### src/rtl/modmul_pkg.sv
// modmul_pkg: shared constants and types for the modular-multiplier mode
// arbiter.
//   Q         - prime modulus of the shared multiplier
//   DATA_W    - operand/result width
//   MUL_LAT   - multiplier latency, issue cycle to result-valid cycle
//   state_e   - arbiter FSM states (MODE0, MODE1, DRAIN)
//   SRC_MODE* - source encoding carried with every in-flight operation
package modmul_pkg;

  localparam int Q       = 12289;
  localparam int DATA_W  = 14;
  localparam int MUL_LAT = 4;

  typedef enum logic [1:0] {
    MODE0 = 2'd0,
    MODE1 = 2'd1,
    DRAIN = 2'd2
  } state_e;

  localparam logic SRC_MODE0 = 1'b0;
  localparam logic SRC_MODE1 = 1'b1;

endpackage

### src/rtl/modmul_inflight_pipe.sv
// modmul_inflight_pipe: DEPTH-deep shift register of {valid, src, tag} that
// mirrors the multiplier pipeline, so the head entry lines up with mul_c.
// Ports:
//   clk, rst_n                  - clock, asynchronous active-low reset
//   push_valid_i/src_i/tag_i    - entry entering the pipe this cycle
//   head_valid_o/src_o/tag_o    - oldest entry, presented with the result
//   any_valid_o                 - some stage (head included) holds an entry
module modmul_inflight_pipe
  import modmul_pkg::*;
#(
  parameter int DEPTH = MUL_LAT,
  parameter int TAG_W = 4
) (
  input  logic             clk,
  input  logic             rst_n,
  input  logic             push_valid_i,
  input  logic             push_src_i,
  input  logic [TAG_W-1:0] push_tag_i,
  output logic             head_valid_o,
  output logic             head_src_o,
  output logic [TAG_W-1:0] head_tag_o,
  output logic             any_valid_o
);

  logic [DEPTH-1:0] valid_q;
  logic [DEPTH-1:0] src_q;
  logic [TAG_W-1:0] tag_q [DEPTH];

  always_ff @(posedge clk or negedge rst_n) begin
    if (!rst_n) begin
      valid_q <= '0;
      src_q   <= '0;
      for (int i = 0; i < DEPTH; i++) tag_q[i] <= '0;
    end else begin
      valid_q  <= {valid_q[DEPTH-2:0], push_valid_i};
      src_q    <= {src_q[DEPTH-2:0], push_src_i};
      tag_q[0] <= push_tag_i;
      for (int i = 1; i < DEPTH; i++) tag_q[i] <= tag_q[i-1];
    end
  end

  assign head_valid_o = valid_q[DEPTH-1];
  assign head_src_o   = src_q[DEPTH-1];
  assign head_tag_o   = tag_q[DEPTH-1];
  assign any_valid_o  = |valid_q;

endmodule

### src/rtl/modmul_mode_arbiter.sv
// modmul_mode_arbiter: shares one modular multiplier (sel not pipelined)
// between a mode-0 requester and a mode-1 requester. Issues bursts per mode,
// drains the multiplier before flipping mul_sel, and returns each result
// tagged with its source, in issue order.
// Ports:
//   clk, rst                          - clock, asynchronous active-low reset
//   req0_valid/ready/a/tag            - mode-0 request (mul_b forced to 0)
//   req1_valid/ready/a/b/tag          - mode-1 request
//   mul_a, mul_b, mul_sel, mul_c      - multiplier interface
//   rsp_valid/src/tag/data            - result stream, no backpressure
//   stat_issue0/issue1/switch         - wrapping counters, only when
//                                       MODMUL_ARB_STATS_EN is defined
//   dbg_state                         - current FSM state (state_e encoding)
// Handshake: a request transfers in any cycle where valid and ready are both
// high; ready is combinational from state, burst count and the other valid,
// and a requester may drop valid at any time before transfer.
module modmul_mode_arbiter
  import modmul_pkg::*;
#(
  parameter int TAG_W     = 4,
  parameter int MAX_BURST = 16
) (
  input  logic              clk,
  input  logic              rst,
  input  logic              req0_valid,
  output logic              req0_ready,
  input  logic [DATA_W-1:0] req0_a,
  input  logic [TAG_W-1:0]  req0_tag,
  input  logic              req1_valid,
  output logic              req1_ready,
  input  logic [DATA_W-1:0] req1_a,
  input  logic [DATA_W-1:0] req1_b,
  input  logic [TAG_W-1:0]  req1_tag,
  output logic [DATA_W-1:0] mul_a,
  output logic [DATA_W-1:0] mul_b,
  output logic              mul_sel,
  input  logic [DATA_W-1:0] mul_c,
  output logic              rsp_valid,
  output logic              rsp_src,
  output logic [TAG_W-1:0]  rsp_tag,
  output logic [DATA_W-1:0] rsp_data,
`ifdef MODMUL_ARB_STATS_EN
  output logic [31:0]       stat_issue0,
  output logic [31:0]       stat_issue1,
  output logic [31:0]       stat_switch,
`endif
  output logic [1:0]        dbg_state
);

  localparam int CNT_W = $clog2(MAX_BURST + 1);

  state_e           state_q;
  logic             mul_sel_q;
  logic [CNT_W-1:0] burst_cnt_q;
  logic [CNT_W-1:0] burst_cnt_d;
  logic             burst_full;
  logic             issue0;
  logic             issue1;
  logic             push_src;
  logic [TAG_W-1:0] push_tag;
  logic             pipe_any;
  logic             drain_done;

  assign burst_full = (burst_cnt_q == CNT_W'(MAX_BURST));

  // Readies are held low while in reset so nothing is accepted then.
  assign req0_ready = rst && (state_q == MODE0) && !(burst_full && req1_valid);
  assign req1_ready = rst && (state_q == MODE1) && !(burst_full && req0_valid);

  assign issue0 = req0_valid && req0_ready;
  assign issue1 = req1_valid && req1_ready;

  always_comb begin
    mul_a    = '0;
    mul_b    = '0;
    push_src = SRC_MODE0;
    push_tag = '0;
    if (issue0) begin
      mul_a    = req0_a;
      push_tag = req0_tag;
    end else if (issue1) begin
      mul_a    = req1_a;
      mul_b    = req1_b;
      push_src = SRC_MODE1;
      push_tag = req1_tag;
    end
  end

  assign burst_cnt_d = burst_full ? burst_cnt_q : burst_cnt_q + 1'b1;

  // The head entry counts as in flight, so the switch waits until the last
  // old-mode result has been presented before mul_sel changes.
  assign drain_done = (state_q == DRAIN) && !pipe_any;

  always_ff @(posedge clk or negedge rst) begin
    if (!rst) begin
      state_q     <= MODE0;
      mul_sel_q   <= SRC_MODE0;
      burst_cnt_q <= '0;
    end else begin
      case (state_q)
        MODE0: begin
          if (issue0) burst_cnt_q <= burst_cnt_d;
          if (req1_valid && (!req0_valid || burst_full)) state_q <= DRAIN;
        end
        MODE1: begin
          if (issue1) burst_cnt_q <= burst_cnt_d;
          if (req0_valid && (!req1_valid || burst_full)) state_q <= DRAIN;
        end
        DRAIN: begin
          // The target is always the mode opposite the current mul_sel.
          if (!pipe_any) begin
            state_q     <= mul_sel_q ? MODE0 : MODE1;
            mul_sel_q   <= ~mul_sel_q;
            burst_cnt_q <= '0;
          end
        end
        default: state_q <= MODE0;
      endcase
    end
  end

  modmul_inflight_pipe #(
    .DEPTH (MUL_LAT),
    .TAG_W (TAG_W)
  ) u_pipe (
    .clk          (clk),
    .rst_n        (rst),
    .push_valid_i (issue0 || issue1),
    .push_src_i   (push_src),
    .push_tag_i   (push_tag),
    .head_valid_o (rsp_valid),
    .head_src_o   (rsp_src),
    .head_tag_o   (rsp_tag),
    .any_valid_o  (pipe_any)
  );

  assign mul_sel   = mul_sel_q;
  assign rsp_data  = mul_c;
  assign dbg_state = state_q;

`ifdef MODMUL_ARB_STATS_EN
  logic [31:0] stat_issue0_q;
  logic [31:0] stat_issue1_q;
  logic [31:0] stat_switch_q;

  always_ff @(posedge clk or negedge rst) begin
    if (!rst) begin
      stat_issue0_q <= '0;
      stat_issue1_q <= '0;
      stat_switch_q <= '0;
    end else begin
      if (issue0) stat_issue0_q <= stat_issue0_q + 32'd1;
      if (issue1) stat_issue1_q <= stat_issue1_q + 32'd1;
      if (drain_done) stat_switch_q <= stat_switch_q + 32'd1;
    end
  end

  assign stat_issue0 = stat_issue0_q;
  assign stat_issue1 = stat_issue1_q;
  assign stat_switch = stat_switch_q;
`else
  logic unused_drain_done;
  assign unused_drain_done = drain_done;
`endif

endmodule

### config.mk
export PLATFORM = sky130hd
export DESIGN_NAME = modmul_mode_arbiter
export DESIGN_NICKNAME = d
export VERILOG_FILES = /design/src/rtl/modmul_pkg.sv /design/src/rtl/modmul_inflight_pipe.sv /design/src/rtl/modmul_mode_arbiter.sv
export SDC_FILE = /design/constraint.sdc
export NUM_CORES = 1
export LEC_CHECK = 0
export ABC_AREA = 1
export CAP_MARGIN = 5
export CORE_UTILIZATION = 31
export DETAILED_ROUTE_END_ITERATION = 16
export GPL_TIMING_DRIVEN = 0
export PLACE_DENSITY = 0.76
export SKIP_CTS_REPAIR_TIMING = 1
export SLEW_MARGIN = 0
export SYNTH_ARGS = -nofsm -noshare
export SYNTH_HDL_FRONTEND = slang
export SYNTH_SLANG_ARGS = --single-unit
export TNS_END_PERCENT = 10
### constraint.sdc
create_clock -name clk -period 1.5 [get_ports clk]
set_input_delay 0.3 -clock clk [delete_from_list [all_inputs] [get_ports clk]]
set_output_delay 0.3 -clock clk [all_outputs]
set_load 0.01 [all_outputs]
# Word level (Yosys, flattened, before mapping)
# Cells that the tools add are included.
# word_totals
word_cells,61
in_bits,68
output_inout_bits,53
register_bits,32
# op_classes
muxes,18
bitwise_logic,2
addsub,1
n_reduce_logical,23
n_eq_ne,8
# ops
cell,count
two-way mux 14 bit,4
two-way mux 5 bit,4
one-hot mux 5 bit (3 select lines),1
logical AND 1 bit,10
two-way mux 4 bit,2
two-way mux 2 bit,3
"inequality test 2 bit, second input constant",3
one-hot mux 2 bit (3 select lines),1
"adder 5 x 1 -> 5 bit, second input constant",1
"equality test 5 bit, second input constant",1
logical NOT 1 bit,4
"inequality test 2 x 1 -> 1 bit, second input constant",2
AND reduction 4 bit,1
OR reduction 4 bit,1
logical OR 1 bit,3
two-way mux 1 bit,3
AND reduction 3 bit,1
nonzero test 3 bit,1
"equality test 2 x 1 -> 1 bit, second input constant",1
"equality test 2 bit, second input constant",1
logical NOT 2 bit,1
inverter 1 bit,2
AND reduction 2 bit,1

# Longest topological paths before layout
# Gate-level depths: netlist of the first run.
# logic_depth
ltp_word,7
depth_mapped,10
mapped_depth_nobuf,10

# Cells and area by module
# A second synthesis of the first run with hierarchy kept.
# hier_totals
hier_cells,219
area_unflattened_um2,1700.4
# modules_own_cells
mod,area_per_inst_um2,instances,cells_per_inst,seq_area_each_um2
modmul_mode_arbiter,1058.5,1,188,200.2
modmul_inflight_pipe,641.9,1,31,600.6

# Least setup slack after synthesis of the first run
# Ideal clock, no wire load.
# synth_timing
path_type,reg2out
startpoint,register burst_cnt_q[0]
endpoint,output mul_a[10]
setup_slack_ns,-0.133
arrival_ns,1.333
n_path_buf,1
stages_incl_launch_ff,11
required_ns,1.200
cell_sequence,dfrtp_1 -> inv_1 -> ha_1 -> nand2_1 -> inv_1 -> nand3_1 -> nand2_1 -> inv_2 -> buf_4 -> nand3_1 -> nand2_1
# synth_between
word_cells_on_any_way,11
cone_classes,eq/ne: 1; mux: 2; reduce/logical: 8
# synth_lines
item,line_no,text
start: declaration,modmul_mode_arbiter.sv:54,logic [CNT_W-1:0] burst_cnt_q;
start signal: assignment,modmul_mode_arbiter.sv:103,if (issue0) burst_cnt_q <= burst_cnt_d;
start signal: assignment,modmul_mode_arbiter.sv:107,if (issue1) burst_cnt_q <= burst_cnt_d;
equality test 5 bit,modmul_mode_arbiter.sv:64,assign burst_full = (burst_cnt_q == CNT_W'(MAX_BURST));
logical AND 1 bit,modmul_mode_arbiter.sv:67,assign req0_ready = rst && (state_q == MODE0) && !(burst_full && req1_valid);
logical NOT 1 bit,modmul_mode_arbiter.sv:67,
logical AND 1 bit,modmul_mode_arbiter.sv:67,
net req0_ready,modmul_mode_arbiter.sv:26,"output logic req0_ready,"
logical AND 1 bit,modmul_mode_arbiter.sv:70,assign issue0 = req0_valid && req0_ready;
two-way mux 14 bit,modmul_mode_arbiter.sv:78,if (issue0) begin
end: declaration,modmul_mode_arbiter.sv:34,"output logic [DATA_W-1:0] mul_a,"
# The timed path passes the listed nets, and every way through them passes these cells.

# Worst setup path in the final report of the first run
# layout_timing
startpoint,register burst_cnt_q[0]
endpoint,output mul_a[3]
# layout_between
elab_chain_len,7
word_cells_on_any_way,11
cone_classes,eq/ne: 1; mux: 2; reduce/logical: 8
# layout_lines
item,line_no,text
equality test 5 bit *,modmul_mode_arbiter.sv:64,
logical AND 1 bit,modmul_mode_arbiter.sv:68,assign req1_ready = rst && (state_q == MODE1) && !(burst_full && req0_valid);
logical NOT 1 bit,modmul_mode_arbiter.sv:68,
logical AND 1 bit,modmul_mode_arbiter.sv:68,
logical AND 1 bit,modmul_mode_arbiter.sv:71,assign issue1 = req1_valid && req1_ready;
two-way mux 14 bit,modmul_mode_arbiter.sv:81,end else if (issue1) begin
two-way mux 14 bit *,modmul_mode_arbiter.sv:78,
# Mark *: on every way between the ends. The rest lies on a longest branch, timed or not.

==> results.py, run 1 <==
metrics = {
    "yosys": {
        "yosysSeqAreaShare_pct": 47.4,
        "syn-cell-area_um2": 1690,
        "yosys_warnings": 0,
        "yosysTopAreaCell": "dfrtp_1",
        "synth.avg_cell_area_um2": 7.86,
        "ys_ff_latch": 32,
        "syn_nets": 285,
        "synth_cells": 215,
        "synth_top_area_share_pct": 47.4,
        "synth_area_leaders": "dfrtp_1 47%, nand2_1 13%, buf_4 8.4%, nand3_1 6.8%, inv_1 6.2%",
        "ys_types": 20,
    },
    "grt": {
        "grt_pass1_vias": 1649,
        "grt_overflow_total": 0,
        "antenna_found_initial": 0,
        "grt_pass1_wl_um": 6810,
        "grt_max_degree": 22,
        "grtUsageTotal_pct": 15.7,
    },
    "power": {
        "power_density_nw_per_um2": 1110,
        "irDropWorstVdd_mv": 0.593,
        "total_power_uw": 3630,
        "power.leakage_uw": 0.00175,
    },
    "worst_setup_path": {
        "reg2reg_to": "u_pipe.tag_q[14]",
        "critical_path.startpoint_type": "register",
        "arrival_ns": 1.80,
        "r2r_cells": 12,
        "crit_required_ns": 1.20,
        "ff2ff_setup_slack_ns": -0.22,
        "r2r_start": "burst_cnt_q[0]",
        "critPathKind": "register to primary output",
        "worstSetupEndpointType": "primary output",
        "worst-path-max-fanout": 5,
    },
    "detailed_routing": {
        "wl_per_cell_um": 11.8,
        "viasPerCell": 4.39,
        "drt_iter0_markers": 82,
        "drtAntennaViolNets": 0,
        "post-route-drc-count": 0,
        "drt-pass1-iter-count": 4,
        "vias": 1856,
        "wl_um": 5010,
    },
    "floorplan": {
        "fp.coreArea_um2": 5170,
        "dieArea_um2": 5750,
        "dieHeight_um": 75.8,
        "fp.dieW_um": 75.8,
        "io_pins": 121,
        "rows": 26,
        "start_util_pct": 32.7,
    },
    "finish": {
        "final_core_util_pct": 63.0,
        "antenna_cells": 0,
        "syn2layout_area_growth_pct": 92.9,
        "drive_above_1_share_pct": 36.0,
        "design_area_um2": 3260,
        "nets": 422,
    },
    "status": {
        "violations": "negative setup slack",
        "status": "finished with violations",
    },
    "sta": {
        "timing.fmax_mhz": 476,
        "skew_ns": 0.00730,
        "rsz0062_at_grt": "true",
        "hold_violations": 0,
        "fin_ws_ns": -0.601,
        "slew_violations": 0,
        "max_slew.worst_pin.slew_ns": 0.876,
        "slew_headroom_pct": 41.4,
        "setup_viol": 39,
        "period_share_pct": 140,
        "period_minus_slack_ns": 2.10,
    },
    "placement": {
        "hpwl_um": 3380,
        "placed_cell_area_um2": 2910,
        "numPortBuffers": 106,
        "gp_congestion": 0.757,
    },
    "min_path": {
        "hp-start": "u_pipe.tag_q[11]",
        "holdPathStages": 0,
        "hp-class": "register to register",
        "min_to": "u_pipe.tag_q[7]",
    },
    "clock_tree": {
        "cts_max_path_buffers": 2,
        "path_clk_slew_ns": 0.07,
        "cts_sinks": 32,
        "clk_latency_ns": 0.28,
        "cts_tree": "done",
        "numCtsBuffers": 5,
        "htreeDepth": 2,
        "root_buffer": "clkbuf_8",
    },
    "flow_run": {
        "cap_violations": 0,
    },
}
kinds of logic after synthesis:
kind of cell / Yosys count / synth area share, %
simple gates: 118 / 31.1
buf+inv: 54 / 17.0
flops: 32 / 47.4
compound gates: 7 / 2.07
xor+xnor: 2 / 1.04
fa+ha+maj: 2 / 1.48
flip-flops by register name, indices dropped and copies added (netlist names):
signal	count
u_pipe.tag_q	12
burst_cnt_q	5
u_pipe.head_tag_o	4
u_pipe.src_q	4
u_pipe.valid_q	4
dbg_state	2
mul_sel	1
cells in the mapped netlist (all sizes together):
cell / instances
nand2: 60
dfrtp: 32
inv: 31
nand3: 26
nor2: 25
buf: 23
nand4: 7
a21oi: 4
o21ai: 3
ha: 2
xnor2: 2
metrics by stage:
| stage | setup TNS (ns) | worst slack, ns | cells | hold WS (ns) |
|---|---|---|---|---|
| 3_5_place_dp | -53.91 | -1.64 | 392 | 0.335 |
| 2_1_floorplan | -1.20 | -0.0951 | 215 | 0.00441 |
| 3_3_place_gp | -85.65 | -2.09 | 391 | 0.332 |
| 5_1_grt | -19.75 | -0.665 | 423 | 0.350 |
| 4_1_cts | -51.15 | -1.64 | 400 | 0.346 |
| 6_report | -15.43 | -0.601 | 423 | 0.344 |
how the worst max path moves through the flow:
stage,start,end,slack [ns],cells past startpoint
6_report,burst_cnt_q[0],mul_a[3],-0.60,12
5_1_grt,burst_cnt_q[0],mul_a[3],-0.66,12
4_1_cts,rst,mul_a[12],-1.64,10
3_5_place_dp,rst,mul_a[12],-1.64,10
3_3_place_gp,rst,mul_a[10],-2.09,9
2_1_floorplan,burst_cnt_q[0],mul_a[10],-0.1,10
routing by layer:
metal	vias to the layer above	track usage (%)	share of wire, %	routed length, um
met1	842	17.5	38	1910
met2	87	26.7	52	2620
met5	-	0	0	0
li1	918	-	-	-
met4	0	8.23	2.1	105
met3	9	5.16	7.5	375
power breakdown:
group | switching (uW) | internal [uW] | leakage (uW)
registers | 115 | 1030 | 0.000431
logic | 867 | 833 | 0.00126
clock network | 288 | 492 | 0.0000552
cell type report:
cell class                 instances  area [um2]
buffer                            23         191
clock buffer                       6        72.6
clock inverter                     2        35.0
fill                             439        1910
inverter                          31         129
multi-input combinational        129         761
sequential                        32         802
tap                               70        87.6
timing repair buffer             129        1170
timing repair inverter             1        7.51
worst max-delay path: stages (launching register included):
cell and delay (ns):
dfrtp_2 0.44, inv_2 0.08, ha_4 0.14, nand2_4 0.05
inv_4 0.08, nand3_4 0.08, nand2_4 0.11, clkinvlp_4 0.10
buf_6 0.13, buf_6 0.10, nand3_2 0.05, nand2_1 0.04
buf_2 0.13
cells in the final DEF (no fill, tap or decap), types with 3 or more instances in the layout:
cell	Yosys	routed
nand3_2	2	7
buf_2	2	7
dfrtp_1	32	31
nand2_1	59	41
nand3_4	1	4
inv_1	28	26
nand2_4	0	4
nor2_1	22	21
nor2_4	0	3
clkdlybuf4s50_1	0	68
clkbuf_2	0	17
dlymetal6s2s_1	0	4
o21ai_0	3	3
clkbuf_8	0	5
nand2_2	1	15
nand3_1	23	15
buf_4	19	38
a21oi_1	4	4
buf_6	1	10
nand4_1	7	7
(Power assumes the default switching activity.)
==> run 2: changes to the inputs <==
HOLD_SLACK_MARGIN = 0.12   (was unset)
==> results of run 2 <==
Same layout as run 1: the final DEF is identical, and so are final timing and power.
==> RTL edit 1 (flow settings as in run 1) <==
Add a define of `MODMUL_ARB_STATS_EN`.
--- a/src/rtl/modmul_mode_arbiter.sv
+++ b/src/rtl/modmul_mode_arbiter.sv
@@ -14,6 +14,8 @@
 // Handshake: a request transfers in any cycle where valid and ready are both
 // high; ready is combinational from state, burst count and the other valid,
 // and a requester may drop valid at any time before transfer.
+`define MODMUL_ARB_STATS_EN
+
 module modmul_mode_arbiter
   import modmul_pkg::*;
 #(
Behaviour (old outputs only; new: stat_issue0, stat_issue1 and stat_switch): unchanged (Yosys induction, for registers that start in step).
==> RTL edit 1 against run 1 <==
- the run ends with hold timing, setup timing left
- final area rose to 3.4 times the old value
- die area rose to 4.3 times the old value
- utilization down 15 points
- power increased to 3.1 times the old value
- sequential cell count rose by 96
- wire length rose to 4.2 times the old value
- worst hold slack worse by 0.55 ns
- clock skew is 0.0026 ns higher
- setup slack worse by 0.26 ns
- synthesized area grew to 4.4 times the old value
- sequential power grew to 3.7 times the old value
- critical endpoint is now mul_a[2]
==> RTL edit 1: results (changes against run 1) <==
- The setup slack at placement came to -1.41 ns (+0.232 ns).
- The flow ran to the end, but the final reports show violations.
- The final setup slack of the worst path came to -0.858 ns (-0.257 ns).
- The count of endpoints failing hold in the final timing report is 75 (+75).
- The wire length on met2 came to 10000 um (+280%).
- The number of buffers created by CTS was 17 (+12).
- The global-route wire length before repair came to 33300 um (+390%).
- The clock latency at the later pin of the worst-skew pair is 0.42 ns (+0.14 ns).
- The number of design-rule violations left by the first detailed-router iteration is 359 (+340%).
- The total global routing track utilization is 0.171 (+0.0131).
- The half-perimeter wire length after placement came to 15500 um (+360%).
- The end of the worst register-to-register path is stat_issue1[11].
- The filler cell count is 2291 (+420%).
- The number of endpoints failing setup at the final stage is 98 (+150%).
- The accumulated negative setup slack is -31.95 ns (-16.52 ns).
- The number of standard cells after synthesis is 1061 (+390%).
- The met3 wirelength from detailed routing is 1310 um (+250%).
- The met1 layer usage reported by global route is 0.220 (+0.0441).
- The number of levels the H-tree was split into was 4 (+2).
- The post-route worst hold slack is -0.208 ns (-0.552 ns).
- The slack of the worst reg-to-reg path was -0.31 ns (-0.09 ns).
- The final reports fail on hold timing, setup timing.
- The mean number of vias per cell is 4.53 (+3.3%).
- The leakage power of the design came to 6.55 nW (+280%).
- The share of layout cells above drive strength 1 was 0.198 (-0.162).
- The detailed-route via count came to 7450 (+300%).
- By count the netlist is led by sky130_fd_sc_hd__nand2_1, sky130_fd_sc_hd__nor2_1, sky130_fd_sc_hd__dfrtp_1, sky130_fd_sc_hd__inv_1, sky130_fd_sc_hd__nand3_1.
- The number of buffers inserted by port buffering is 202 (+91%).
- The number of global-route vias before repair is 6885 (+320%).
- The setup skew after layout was 0.00995 ns (+0.00265 ns).
- The number of nets in the final layout came to 1385 (+230%).
RTL edit 1: changes by cell type in the layout (fill, tap and decap cells not counted), moves of 15 or more:
| cell | run 1 | this run |
|---|---|---|
| sky130_fd_sc_hd__dlymetal6s2s_1 | 4 | 102 |
| sky130_fd_sc_hd__dfrtp_2 | 1 | 55 |
| sky130_fd_sc_hd__xor2_1 | 0 | 30 |
| sky130_fd_sc_hd__inv_1 | 26 | 100 |
| sky130_fd_sc_hd__nor2_1 | 21 | 146 |
| sky130_fd_sc_hd__nand3_1 | 15 | 42 |
| sky130_fd_sc_hd__xnor2_1 | 2 | 17 |
| sky130_fd_sc_hd__nor2_4 | 3 | 24 |
| sky130_fd_sc_hd__nand2_1 | 41 | 437 |
| sky130_fd_sc_hd__nor2_2 | 1 | 21 |
| sky130_fd_sc_hd__clkbuf_16 | 1 | 18 |
| sky130_fd_sc_hd__dfrtp_1 | 31 | 73 |
RTL edit 1: cell type report:
cell class	count	area [um2]	share of cell area
multi-input combinational	795	3860	0.343
sequential	128	3270	0.291
timing repair buffer	232	2440	0.217
clock buffer	18	439	0.0391
inverter	106	415	0.0370
tap	319	399	0.0355
buffer	32	300	0.0267
clock inverter	14	119	0.0106
RTL edit 1: cell families (layout without fill, tap and decap cells):
family	Yosys count	count (layout)	share of synthesized area
AOI/OAI and AO/OA	17	17	0.0121
xor gates and xnor gates	48	48	0.0577
adders and majority gates	5	5	0.00843
buffers and inverters	138	402	0.0864
DFF	128	128	0.432
and+or+nand+nor	725	725	0.404
RTL edit 1: where the power goes:
group | leakage (nW) | switching, mW | total, mW | internal, mW
clock | 0.259 | 1.69 | 3.89 | 2.20
combinational | 4.64 | 1.72 | 3.13 | 1.42
sequential | 1.65 | 0.444 | 4.31 | 3.87
total | 6.55 | 3.85 | 11.3 | 7.48
==> RTL edit 2 (settings of run 1) <==
Made on the original files. One comparison of `burst_cnt_q` changes from == to >=.
--- a/src/rtl/modmul_mode_arbiter.sv
+++ b/src/rtl/modmul_mode_arbiter.sv
@@ -61,7 +61,7 @@
   logic             pipe_any;
   logic             drain_done;
 
-  assign burst_full = (burst_cnt_q == CNT_W'(MAX_BURST));
+  assign burst_full = (burst_cnt_q >= CNT_W'(MAX_BURST));
 
   // Readies are held low while in reset so nothing is accepted then.
   assign req0_ready = rst && (state_q == MODE0) && !(burst_full && req1_valid);
Check against the original RTL: no difference found for any inputs over 10 cycles, from zero or initial values and one cycle with rst low; that may be too few to reach the edited logic, so the function may still have changed.
==> RTL edit 2 against run 1 <==
- the flow finishes with violations (hold timing, setup timing)
- synthesized area down 1.3%
- worst hold slack worse by 0.44 ns
- combinational power down 12%
- utilization down 1.8 points
- final area down 3.5%
- sequential cell count unchanged
- power down 4.7%
- largest power group unchanged
- highest routed layer unchanged
- maximum frequency up 4.9%
- wire length down 8.4%
- setup slack better by 0.097 ns
==> RTL edit 2: results (changes against run 1) <==
- The global-route wire length before repair came to 6330 um (-7.0%).
- The setup slack at placement is -1.07 ns (+0.564 ns).
- The number of endpoints failing setup at the final stage is 35 (-10%).
- The pin count of the biggest net entering global routing is 37 (+68%).
- The number of global-route vias before repair is 1575 (-4.5%).
- The count of endpoints failing hold in the final timing report is 32 (+32).
- The setup skew after layout was 0.00240 ns (-0.00490 ns).
- The detailed-route via count is 1834 (-1.2%).
- The kind of path behind the tightest hold check is primary input to asynchronous set/reset pin.
- The worst register-to-register path ends at burst_cnt_q[4].
- The startpoint of the most critical register-to-register path is dbg_state[0].
- The arrival time of data at the critical path endpoint was 1.70 ns (-0.10 ns).
- The number of design-rule violations left by the first detailed-router iteration is 61 (-26%).
- The total global routing track utilization is 0.145 (-0.0125).
- The sum of routed wire length over all layers is 4590 um (-8.4%).
- Counting instances in the post-synthesis netlist gives the leading cell types as sky130_fd_sc_hd__nand2_1, sky130_fd_sc_hd__dfrtp_1, sky130_fd_sc_hd__nor2_1, sky130_fd_sc_hd__nand3_1, sky130_fd_sc_hd__inv_1.
- The filler cell count is 477 (+8.7%).
- The slack of the worst reg-to-reg path came to -0.13 ns (+0.09 ns).
- The sequential area share after synthesis is 0.480 (+0.00604).
- The placed instance count is 389 (-0.77%).
- The largest voltage drop on the vdd net is 0.660 mV (+11%).
- The distinct cell type count after synthesis came to 22 (+10%).
- The half-perimeter wire length after placement is 3150 um (-6.7%).
- The final setup slack of the worst path came to -0.504 ns (+0.0975 ns).
- The flow ran to the end, but the final reports show violations.
- The leakage power of the design came to 1.74 nW (-0.13%).
- The checks that failed: hold timing, setup timing.
- The global placer's final weighted congestion came to 0.767 (+1.4%).
- The post-route worst hold slack was -0.0959 ns (-0.440 ns).
- The path depth of the worst reg2reg path is 9 (-3).
RTL edit 2: final cells by class:
| type | instances | area, um2 | share of cell area |
|---|---|---|---|
| repair buffers | 134 | 1200 | 0.380 |
| repair inverters | 1 | 6.26 | 0.00199 |
| clock inverters | 2 | 35.0 | 0.0111 |
| well taps | 70 | 87.6 | 0.0278 |
| clock buffers | 6 | 72.6 | 0.0231 |
| flip-flops and latches | 32 | 803 | 0.255 |
| multi-input cells | 134 | 673 | 0.214 |
| inverters | 25 | 101 | 0.0322 |
| plain buffers | 22 | 171 | 0.0545 |
RTL edit 2: per-layer routing:
layer	vias to the layer above	track usage	part of all wire
li1	923	-	-
met1	829	0.170	0.39
met2	73	0.260	0.54
met3	9	0.0304	0.057
met4	0	0.0556	0.017
met5	-	0	0
RTL edit 2: worst max-delay path by stage:
stage	startpoint	endpoint	slack [ns]
after floorplan	dbg_state[0]	mul_a[10]	0.003
after global placement	rst	mul_a[12]	-2.10
after detailed placement	rst	mul_a[11]	-1.07
after CTS	rst	mul_a[11]	-1.08
after global routing	dbg_state[0]	mul_b[9]	-0.58
final	dbg_state[0]	mul_b[9]	-0.50
RTL edit 2: report_power, final:
part | total [mW] | switching [mW] | internal (mW)
sequential | 1.17 | 0.127 | 1.04
clock | 0.786 | 0.294 | 0.492
combinational | 1.50 | 0.723 | 0.781
RTL edit 2: logic make-up (layout without fill, tap and decap cells):
kind of cell / after synthesis / in the layout / synth area share
buffers and inverters: 48 / 190 / 0.159
adders and majority gates: 1 / 1 / 0.00750
xor gates and xnor gates: 1 / 1 / 0.00525
DFF: 32 / 32 / 0.480
and+or+nand+nor: 127 / 128 / 0.336
AOI/OAI and AO/OA: 4 / 4 / 0.0127
RTL edit 2: worst max-delay path: stages (launching register included):
cell,delay [ns]
sky130_fd_sc_hd__dfrtp_2,0.42
sky130_fd_sc_hd__inv_4,0.06
sky130_fd_sc_hd__nor2_4,0.17
sky130_fd_sc_hd__nand4_4,0.16
sky130_fd_sc_hd__buf_6,0.16
sky130_fd_sc_hd__buf_4,0.13
sky130_fd_sc_hd__buf_6,0.13
sky130_fd_sc_hd__nor2_2,0.07
sky130_fd_sc_hd__buf_2,0.13
RTL edit 2: per-stage QoR:
step | instance area, um2 | utilization | setup TNS [ns]
finish | 3150 | 0.612 | -13.05
global route | 3150 | 0.612 | -16.29
CTS | 2920 | 0.569 | -28.21
detailed placement | 2820 | 0.548 | -30.82
global placement | 2820 | 0.549 | -90.98
floorplan | 1670 | - | 0
